`config.mk`:
```
export PLATFORM = sky130hd
export DESIGN_NAME = mux16_rr_arbiter
export DESIGN_NICKNAME = d
export VERILOG_FILES = /design/src/rtl/mux16_rr_arbiter.sv
export SDC_FILE = /design/constraint.sdc
export NUM_CORES = 1
export LEC_CHECK = 0
export CORE_MARGIN = 2
export CORE_UTILIZATION = 55
export DETAILED_ROUTE_END_ITERATION = 12
export PLACE_DENSITY = 0.81
export SETUP_SLACK_MARGIN = 0.02
export SYNTH_ARGS = -nofsm -noshare
export SYNTH_HDL_FRONTEND = slang
export SYNTH_SLANG_ARGS = --single-unit
```
`constraint.sdc`:
```
create_clock -name clk -period 6.7 [get_ports clk]
set_input_delay 1.34 -clock clk [delete_from_list [all_inputs] [get_ports clk]]
set_output_delay 1.34 -clock clk [all_outputs]
set_load 0.02 [all_outputs]
```
`src/rtl/mux16_rr_arbiter.sv`:
```
// 16-requester round-robin arbiter driving a shared 16:1 data mux, with registered grant and data.
// Define MUX16_ARB_TIMEOUT_EN to limit each grant to MAX_HOLD cycles while other requesters wait.
module mux16_rr_arbiter #(
  parameter int unsigned MAX_HOLD = 8
) (
  input  logic        clk,
  input  logic        rst_n,
  input  logic [15:0] req,
  input  logic [15:0] in,
  output logic [15:0] gnt,
  output logic [3:0]  sel,
  output logic        out,
  output logic        out_valid,
  output logic        busy
);

  typedef enum logic [0:0] {StIdle, StGrant} state_e;

  state_e      state_q, state_d;
  logic [15:0] gnt_q, gnt_d;
  logic [3:0]  sel_q, sel_d;
  logic [3:0]  ptr_q, ptr_d;
  logic        out_q, out_d;
  logic        out_valid_q, out_valid_d;

  logic        win_found;
  logic [3:0]  win_idx;
  logic        new_grant;
  logic        grant_end;
  logic        timeout_hit;

  assign busy = (state_q == StGrant);

  // First set request at or after ptr, wrapping mod 16.
  always_comb begin
    win_found = 1'b0;
    win_idx   = ptr_q;
    for (int i = 0; i < 16; i++) begin
      if (!win_found && req[ptr_q + 4'(i)]) begin
        win_found = 1'b1;
        win_idx   = ptr_q + 4'(i);
      end
    end
  end

  assign grant_end = !req[sel_q] || timeout_hit;

  always_comb begin
    state_d   = state_q;
    gnt_d     = gnt_q;
    sel_d     = sel_q;
    ptr_d     = ptr_q;
    new_grant = 1'b0;

    unique case (state_q)
      StIdle: begin
        if (win_found) begin
          new_grant = 1'b1;
        end
      end
      StGrant: begin
        if (grant_end) begin
          // On timeout ptr already points past sel, so the holder only wins again if alone.
          if (win_found) begin
            new_grant = 1'b1;
          end else begin
            state_d = StIdle;
            gnt_d   = '0;
          end
        end
      end
      default: begin
        state_d = StIdle;
        gnt_d   = '0;
      end
    endcase

    if (new_grant) begin
      state_d = StGrant;
      sel_d   = win_idx;
      gnt_d   = 16'(1) << win_idx;
      ptr_d   = win_idx + 4'd1;
    end

    out_d       = busy ? in[sel_q] : 1'b0;
    out_valid_d = busy;
  end

  always_ff @(posedge clk or negedge rst_n) begin
    if (!rst_n) begin
      state_q     <= StIdle;
      gnt_q       <= '0;
      sel_q       <= '0;
      ptr_q       <= '0;
      out_q       <= 1'b0;
      out_valid_q <= 1'b0;
    end else begin
      state_q     <= state_d;
      gnt_q       <= gnt_d;
      sel_q       <= sel_d;
      ptr_q       <= ptr_d;
      out_q       <= out_d;
      out_valid_q <= out_valid_d;
    end
  end

`ifdef MUX16_ARB_TIMEOUT_EN
  logic [7:0] hold_q, hold_d;

  assign timeout_hit = (hold_q == 8'(MAX_HOLD - 1));

  always_comb begin
    hold_d = hold_q;
    if (new_grant) begin
      hold_d = '0;
    end else if (busy) begin
      hold_d = hold_q + 8'd1;
    end
  end

  always_ff @(posedge clk or negedge rst_n) begin
    if (!rst_n) begin
      hold_q <= '0;
    end else begin
      hold_q <= hold_d;
    end
  end
`else
  assign timeout_hit = 1'b0;
`endif

  assign gnt       = gnt_q;
  assign sel       = sel_q;
  assign out       = out_q;
  assign out_valid = out_valid_q;

`ifndef SYNTHESIS
  gnt_matches_sel: assert property (@(posedge clk) disable iff (!rst_n)
    busy ? (gnt == (16'(1) << sel)) : (gnt == '0));
`endif

endmodule

```
==> results.py, run 1 <==
metrics = {
    "outcome": {
        "status": "complete, no violations",
    },
    "die": {
        "initial_core_util_pct": 57.0,
        "ioPinCount": 57,
        "core-area_um2": 6830,
        "die_area_um2": 7770,
        "rows": 30,
        "die_h_um": 88.1,
        "die_w_um": 88.1,
    },
    "setup_path": {
        "r2r-end": "ptr_q[2]",
        "worstSetupStartpointType": "input pin",
        "reg2reg_from": "ptr_q[1]",
        "startpoint": "req[6]",
        "critPathArrivalTime_ps": 5600,
        "path_class": "in -> reg",
        "cp.required_ps": 6870,
        "reg2reg_depth": 14,
        "crit_end": "ptr_q[2]",
        "ff2ff_setup_slack_ps": 1390,
        "cp-end-kind": "flop",
        "crit_path_max_fanout": 7,
    },
    "global_routing": {
        "antenna_found_initial": 0,
        "grt_pass1_vias": 3665,
        "grt_first_pass_wirelength_um": 19600,
        "grt_max_degree": 37,
        "grt_usage_pct": 32.7,
        "grt-ovfl-total": 0,
    },
    "finish": {
        "final_cell_mix": "56 x clkdlybuf4s50_1, 40 x mux4_2, 30 x nand2_1",
        "nNetsFinal": 485,
        "layout_commonest_cell": "clkdlybuf4s50_1",
        "num_antenna_cells": 0,
        "nFillCells": 540,
        "area_growth_pct": 16.5,
        "fin_area_um2": 4540,
        "drive_gt1_share_pct": 18.7,
    },
    "place": {
        "gp_congestion": 0.982,
        "portBuffers": 56,
        "place_ws_ps": 1070,
        "post_dp_cell_area_um2": 4490,
        "dp_hpwl_um": 9220,
    },
    "min_path": {
        "hp-class": "reg -> reg",
        "holdPathStages": 0,
    },
    "synthesis": {
        "async_flop_share_pct": 100,
        "postSynthAreaPerCell_um2": 9.78,
        "ys_seq_area_share_pct": 17.4,
        "yosysWarnings": 0,
        "ys_ff_latch": 27,
        "synth-main-ff-cell": "dfrtp_1",
        "yosysUniqueCellTypes": 73,
        "syn_nets": 444,
        "syn_area_um2": 3890,
        "synth_cells": 398,
        "synth_edf_count": 0,
    },
    "sta": {
        "hold_viol": 0,
        "slew_viol_final": 0,
        "tightest_slew_ps": 1040,
        "period_share_pct": 81.0,
        "clock.fmax_mhz": 184,
        "period_needed_ps": 5430,
        "skew_ps": 9.98,
        "finalSetupViolCount": 0,
        "setup_slack_ps": 1270,
        "setup-tns-final_ps": 0,
        "slew_headroom_pct": 30.5,
        "rsz0062_at_grt": "no",
    },
    "route": {
        "firstDrtPassIters": 6,
        "drc_errors": 0,
        "via_count": 3850,
        "drtIter0Drc": 441,
        "viasPerCell": 7.21,
        "wl_per_cell_um": 22.4,
        "wl_um": 12000,
        "antenna_left": 0,
    },
    "cts": {
        "cts_root_buf": "clkbuf_8",
        "cts_buffer_depth": 2,
        "cts_buffers": 3,
        "htreeDepth": 1,
        "clock_sinks": 27,
        "post-cts-setup-buffers": 0,
        "hold_buffers": 0,
        "clkLatencyLatePin_ps": 280,
        "cts_resized": 0,
        "cts_tree": "yes",
        "path_clk_slew_ps": 90,
    },
    "job": {
        "maxCapViolCount": 0,
    },
}
[critical path, stage by stage]
cell and delay (ps):
clkdlybuf4s50_1 550, mux4_2 580, mux2i_1 370, nor2b_1 90
a221oi_1 400, o32ai_1 190, a2111oi_0 660, o21ai_0 200
a21oi_1 210, o21a_1 260, ha_1 230, ha_1 240
mux2_2 260
[Yosys cell counts (2+ instances only)]
master      n  area (um^2)
dfrtp_1    27          676
mux4_2     40          901
clkbuf_1   14         52.6
ha_1       12          150
buf_6       2         22.5
nand2_1    30          113
o31a_1      2         17.5
xnor2_1     8         70.1
nor2_1     23         86.3
nand3b_1    4         30.0
o21ai_0    12         60.1
nor2b_1     6         37.5
o22ai_1     4         25.0
and2_1      5         31.3
nor3_1      5         25.0
a21o_1      4         30.0
a221o_1     2         20.0
a22oi_1     2         15.0
buf_2       8         40.0
a21oi_1    20          100
o211ai_1    6         45.0
o2111ai_1   3         26.3
o311ai_0    3         26.3
mux2i_1    12          120
o32ai_1     3         26.3
a211oi_1    4         30.0
a221oi_1    2         17.5
buf_4       3         22.5
inv_1      10         37.5
mux2_1      4         45.0
or3_1       4         25.0
o21ai_1     5         25.0
a32o_1      2         20.0
nor2_2      2         12.5
a31oi_1     6         37.5
a2111oi_0   2         17.5
xor2_1      3         26.3
nor3b_1     2         15.0
a22o_1     21          184
nand3_1     8         40.0
nand4_1     9         56.3
nand2b_1    3         18.8
mux2_2     21          236
[cell families (layout without fill, tap and decap cells)]
kind of cell | after synthesis | in the layout | share of synthesized area [%]
and+or+nand+nor | 109 | 109 | 14.4
adders and majority gates | 12 | 12 | 3.86
AOI/OAI and AO/OA | 120 | 120 | 22.8
DFF | 27 | 27 | 17.4
muxes | 79 | 79 | 34.4
xor gates and xnor gates | 11 | 11 | 2.47
buffers and inverters | 40 | 80 | 4.79
[metal layers]
metal	GRT usage (%)	part of all wire (%)	up-vias
li1	-	-	1679
met1	48.1	40	1854
met2	49.9	46	275
met3	5.94	10	42
met4	9.50	3.8	0
met5	0	0	-
[registers in the layout, summed over array words and instances (netlist names)]
register and count:
gnt 16, ptr_q 4, out 1, sel 4
busy 1, out_valid 1
[metrics by stage]
stage	utilization, %	cells	hold WS, ps
2_1_floorplan	-	398	557
3_3_place_gp	65.8	530	473
3_5_place_dp	65.8	530	469
4_1_cts	66.4	534	498
5_1_grt	66.4	534	519
6_report	66.4	534	499
[area by class of cell]
cell class / instances / area (um^2) / share of cell area (%)
Timing Repair Buffer: 64 / 621 / 13.7
Multi-Input combinational cell: 331 / 3030 / 66.8
Inverter: 12 / 45.0 / 0.993
Sequential cell: 27 / 676 / 14.9
Clock buffer: 4 / 45.0 / 0.993
Tap cell: 96 / 120 / 2.65
[worst min path at each step]
stage	from	to	slack [ps]
after floorplan	busy	out_valid	560
after global placement	gnt[15]	gnt[15]	470
after detailed placement	busy	out_valid	470
after CTS	busy	out_valid	500
after global routing	busy	out_valid	520
final	busy	out_valid	500
Power of run 1 is not shown: default switching activity piles up to over one toggle a cycle in this logic, so the estimate is an artifact.
==> inputs of run 2 (changes only) <==
Settings changed: CORE_UTILIZATION 55 to 51, PLACE_DENSITY 0.81 to 0.79.
Clock period 6.7 ns to 4.6 ns, I/O delays scaled along.
==> results.py, run 2 (same netlist as run 1, synthesis figures left out) <==
metrics = {
    "outcome": {
        "status": "complete, no violations",
    },
    "route": {
        "wl_um": 15100,
        "via_count": 4411,
        "antenna_left": 0,
        "wl_per_cell_um": 23.6,
        "viasPerCell": 6.92,
        "drc_errors": 0,
        "firstDrtPassIters": 5,
        "drtIter0Drc": 509,
    },
    "sta": {
        "tightest_slew_ps": 868,
        "hold_viol": 0,
        "rsz0062_at_grt": "no",
        "clock.fmax_mhz": 227,
        "slew_viol_final": 0,
        "finalSetupViolCount": 0,
        "skew_ps": 3.36,
        "slew_headroom_pct": 41.7,
        "period_share_pct": 95.8,
        "period_needed_ps": 4410,
    },
    "min_path": {
        "hp-class": "reg -> reg",
        "holdPathStages": 2,
        "min_to": "gnt[7]",
        "hold_start": "gnt[7]",
    },
    "setup_path": {
        "path_class": "reg -> reg",
        "crit_slowest_cell": "or4_4",
        "slowest_delay_ps": 580,
        "path_cells": "clkinvlp_4 -> ha_4 -> mux4_2 -> mux4_2 -> or3_4 -> or4_4 -> buf_4 -> o31a_1 -> nand4_1 -> buf_4 -> a21boi_1",
        "reg2reg_depth": 11,
        "reg2reg_from": "ptr_q[1]",
        "ff2ff_setup_slack_ps": 190,
        "r2r-end": "sel[3]",
        "cp-end-kind": "flop",
        "crit_path_max_fanout": 9,
        "cp.required_ps": 4790,
        "critPathArrivalTime_ps": 4590,
        "worstSetupStartpointType": "flop",
    },
    "cts": {
        "htreeDepth": 1,
        "cts_root_buf": "clkbuf_8",
        "cts_buffers": 3,
        "clock_sinks": 27,
        "cts_tree": "yes",
        "cts_buffer_depth": 2,
        "path_clk_slew_ps": 100,
        "clkLatencyLatePin_ps": 280,
    },
    "die": {
        "die_h_um": 91.4,
        "die_area_um2": 8350,
        "rows": 31,
        "die_w_um": 91.4,
        "ioPinCount": 57,
        "initial_core_util_pct": 53.1,
        "core-area_um2": 7330,
    },
    "finish": {
        "layout_commonest_cell": "buf_4",
        "largest_register_ff_count": 16,
        "multi_input_area_um2": 3090,
        "final_cells": 637,
        "num_antenna_cells": 0,
        "area_growth_pct": 39.1,
        "final_cell_mix": "106 x buf_4, 40 x mux4_2, 40 x clkdlybuf4s50_1",
        "layout.area.seq_um2": 676,
        "drive_gt1_share_pct": 36.1,
        "nFillCells": 501,
        "nNetsFinal": 585,
    },
    "global_routing": {
        "antenna_found_initial": 0,
        "use_met2_pct": 56.1,
        "grt_first_pass_wirelength_um": 23100,
        "met3_usage_pct": 4.23,
        "met1_usage_pct": 49.4,
        "grt-ovfl-total": 0,
        "grt_usage_pct": 35.2,
        "grt_pass1_vias": 4282,
        "busiest_layer": "met2",
        "grt_max_degree": 30,
    },
    "place": {
        "portBuffers": 56,
        "gp_congestion": 0.971,
        "dp_hpwl_um": 11500,
        "dp.cells": 630,
    },
    "job": {
        "maxCapViolCount": 0,
    },
}
## run 2: worst max path at each step
stage                     slack, ps      from  depth (start not counted)  endpoint
final                           190  ptr_q[1]                         11    sel[3]
after global routing              9  ptr_q[1]                         13    gnt[0]
after CTS                        20   req[14]                         16   gnt[10]
after detailed placement       -330    req[9]                         12  ptr_q[2]
after global placement         -190    req[6]                         12  ptr_q[2]
after floorplan                  20  ptr_q[0]                         18  ptr_q[2]
## run 2: stage by stage
stage / utilization, % / area, um^2 / hold slack [ps] / setup WS, ps / setup TNS, ps
global placement: 71.5 / 5240 / 474 / -190 / -2200
floorplan: - / 3940 / 557 / 24.6 / 0
finish: 73.9 / 5420 / 497 / 195 / 0
CTS: 72.2 / 5300 / 501 / 20.5 / 0
detailed placement: 71.5 / 5240 / 478 / -328 / -4330
global route: 73.9 / 5420 / 538 / 8.75 / 0
## run 2: layer usage
layer | share of wire [%] | vias to the layer above
met3 | 8.8 | 63
met4 | 4.9 | 0
li1 | - | 1887
met2 | 46 | 331
met1 | 40 | 2130
met5 | 0 | -
## run 2: area by class of cell
| cell class | count | area share [%] |
|---|---|---|
| sequential | 27 | 12.5 |
| clock inverter | 1 | 0.162 |
| clock buffer | 3 | 0.762 |
| inverter | 12 | 0.901 |
| tap | 99 | 2.29 |
| timing repair buffer | 164 | 26.4 |
| multi-input combinational | 331 | 57.0 |
## run 2: worst max-delay path: cells and delay by family (launching register included)
family	cells	cell delay, ps
AO/OA/AOI/OAI	2	570
flip-flops	1	440
adder cells (fa/ha/maj)	1	380
buffers and inverters	3	490
multiplexers	2	1120
AND/OR/NAND/NOR	3	1310
## run 2: timing repair
action	CTS	global route
setup endpoints to repair	14	21
buffers inserted	0	2
resized for setup	3	23
pin swaps	0	6
hold buffers	0	0
hold endpoints to repair	0	0
Power of run 2 is left out for the same reason.
==> inputs of run 3 (changes only) <==
Settings changed: GPL_ROUTABILITY_DRIVEN set to 0.
==> results.py, run 3 (same netlist as run 1, synthesis figures left out) <==
metrics = {
    "sta": {
        "skew_ps": 1.88,
        "rsz0062_at_grt": "no",
        "period_needed_ps": 4430,
        "finalSetupViolCount": 0,
        "clock.fmax_mhz": 226,
        "hold_viol": 0,
        "slew_viol_final": 0,
        "tightest_slew_ps": 609,
        "whs_ps": 503,
        "period_share_pct": 96.4,
        "slew_headroom_pct": 59.4,
    },
    "finish": {
        "layout.area.seq_um2": 676,
        "num_antenna_cells": 0,
        "area_growth_pct": 36.8,
        "multi_input_area_um2": 3100,
        "layout_commonest_cell": "buf_4",
        "nNetsFinal": 575,
        "nFillCells": 461,
        "drive_gt1_share_pct": 34.7,
        "largest_register_ff_count": 16,
        "final_cell_mix": "97 x buf_4, 40 x mux4_2, 39 x clkdlybuf4s50_1",
    },
    "die": {
        "initial_core_util_pct": 53.1,
        "die_w_um": 91.4,
        "die_h_um": 91.4,
        "rows": 31,
        "core-area_um2": 7330,
        "die_area_um2": 8350,
        "ioPinCount": 57,
    },
    "cts": {
        "clock_sinks": 27,
        "cts_buffers": 3,
        "cts_buffer_depth": 2,
        "cts_root_buf": "clkbuf_8",
        "path_clk_slew_ps": 90,
        "cts_tree": "yes",
        "htreeDepth": 1,
        "clkLatencyLatePin_ps": 270,
    },
    "route": {
        "via_count": 4410,
        "dr_wl_met3_um": 1590,
        "drc_errors": 0,
        "antenna_left": 0,
        "dr.max_layer_used": "met4",
        "wl_met2_um": 6560,
        "wl_um": 14200,
        "drtIter0Drc": 584,
        "wl_met1_um": 5180,
        "viasPerCell": 7.03,
        "wl_per_cell_um": 22.6,
        "firstDrtPassIters": 6,
    },
    "setup_path": {
        "cp.required_ps": 4760,
        "crit_family": "buffers and inverters",
        "cp_common_cell": "buf_4",
        "path_cells": "buf_6 -> ha_1 -> xor2_1 -> buf_4 -> mux4_2 -> mux2i_4 -> nand4b_1 -> nor4_2 -> buf_4 -> nand2_1 -> o211ai_1 -> a21oi_1 -> o21a_1 -> buf_4 -> buf_4 -> ha_1 -> a22o_1",
        "critPathArrivalTime_ps": 4600,
        "path_class": "reg -> reg",
        "slowest_delay_ps": 630,
        "worstSetupStartpointType": "flop",
        "crit_path_max_fanout": 29,
        "crit_slowest_cell": "mux4_2",
        "critical_path_buf_inv_count": 5,
        "cp-end-kind": "flop",
    },
    "outcome": {
        "status": "complete, no violations",
    },
    "place": {
        "dp_hpwl_um": 10500,
        "portBuffers": 56,
    },
    "global_routing": {
        "antenna_found_initial": 0,
        "grt_usage_pct": 33.8,
        "grt_max_degree": 35,
        "grt_first_pass_wirelength_um": 22500,
        "grt-ovfl-total": 0,
        "grt_pass1_vias": 4356,
    },
    "job": {
        "maxCapViolCount": 0,
    },
    "min_path": {
        "hp-class": "reg -> reg",
    },
}
## run 3: cell count changes in the layout (fill, tap and decap cells not counted), sizes merged
cell           change
buf                -9
clkbuf             +1
clkdlybuf4s50      -1
dlygate4sd2        -2
dlymetal6s2s       +2
inv                -1
## run 3: tightest hold or removal path, delay by kind of cell (launching register included)
family	cells	cell delay, ps
AO/OA/AOI/OAI	1	60
AND/OR/NAND/NOR	1	50
flip-flops	1	360
## run 3: final timing paths
kind                           from  cells past startpoint  endpoint  slack [ps]
max reg2reg                ptr_q[1]                     17   gnt[14]         170
min in group asynchronous     rst_n                      1   gnt[11]         650
min reg2reg                 gnt[15]                      2   gnt[15]         500
max in group asynchronous     rst_n                      1    gnt[1]        3550
min                         gnt[15]                      2   gnt[15]         500
max                        ptr_q[1]                     17   gnt[14]         170
## run 3: timing repair
item | CTS | global route
hold buffers | 0 | 0
setup endpoints to repair | 11 | 20
pin swaps | 0 | 3
setup buffers | 0 | 3
gates resized for setup | 2 | 25
endpoints found under the hold margin | 0 | 0
## run 3: area by class of cell
| class | count | area share [%] |
|---|---|---|
| clock buffer | 4 | 0.846 |
| inverter | 12 | 0.916 |
| multi-input combinational | 331 | 58.2 |
| sequential | 27 | 12.7 |
| tap | 99 | 2.33 |
| timing repair buffer | 154 | 25.1 |
## run 3: metal layers
layer / track usage [%] / vias to the layer above
li1: - / 1874
met1: 41.8 / 2053
met2: 54.6 / 385
met3: 7.88 / 98
met4: 18.2 / 0
met5: 0 / -
## run 3: through the flow
stage	util [%]	cells	setup WS, ps	area, um^2	TNS, ps
after global routing	72.6	627	40.6	5330	0
final	72.6	627	168	5330	0
after floorplan	-	398	24.6	3940	0
after CTS	71.3	624	27.5	5230	0
after global placement	70.5	620	-183	5170	-2140
after detailed placement	70.5	620	-265	5170	-4060
Power of run 3 is left out for the same reason.
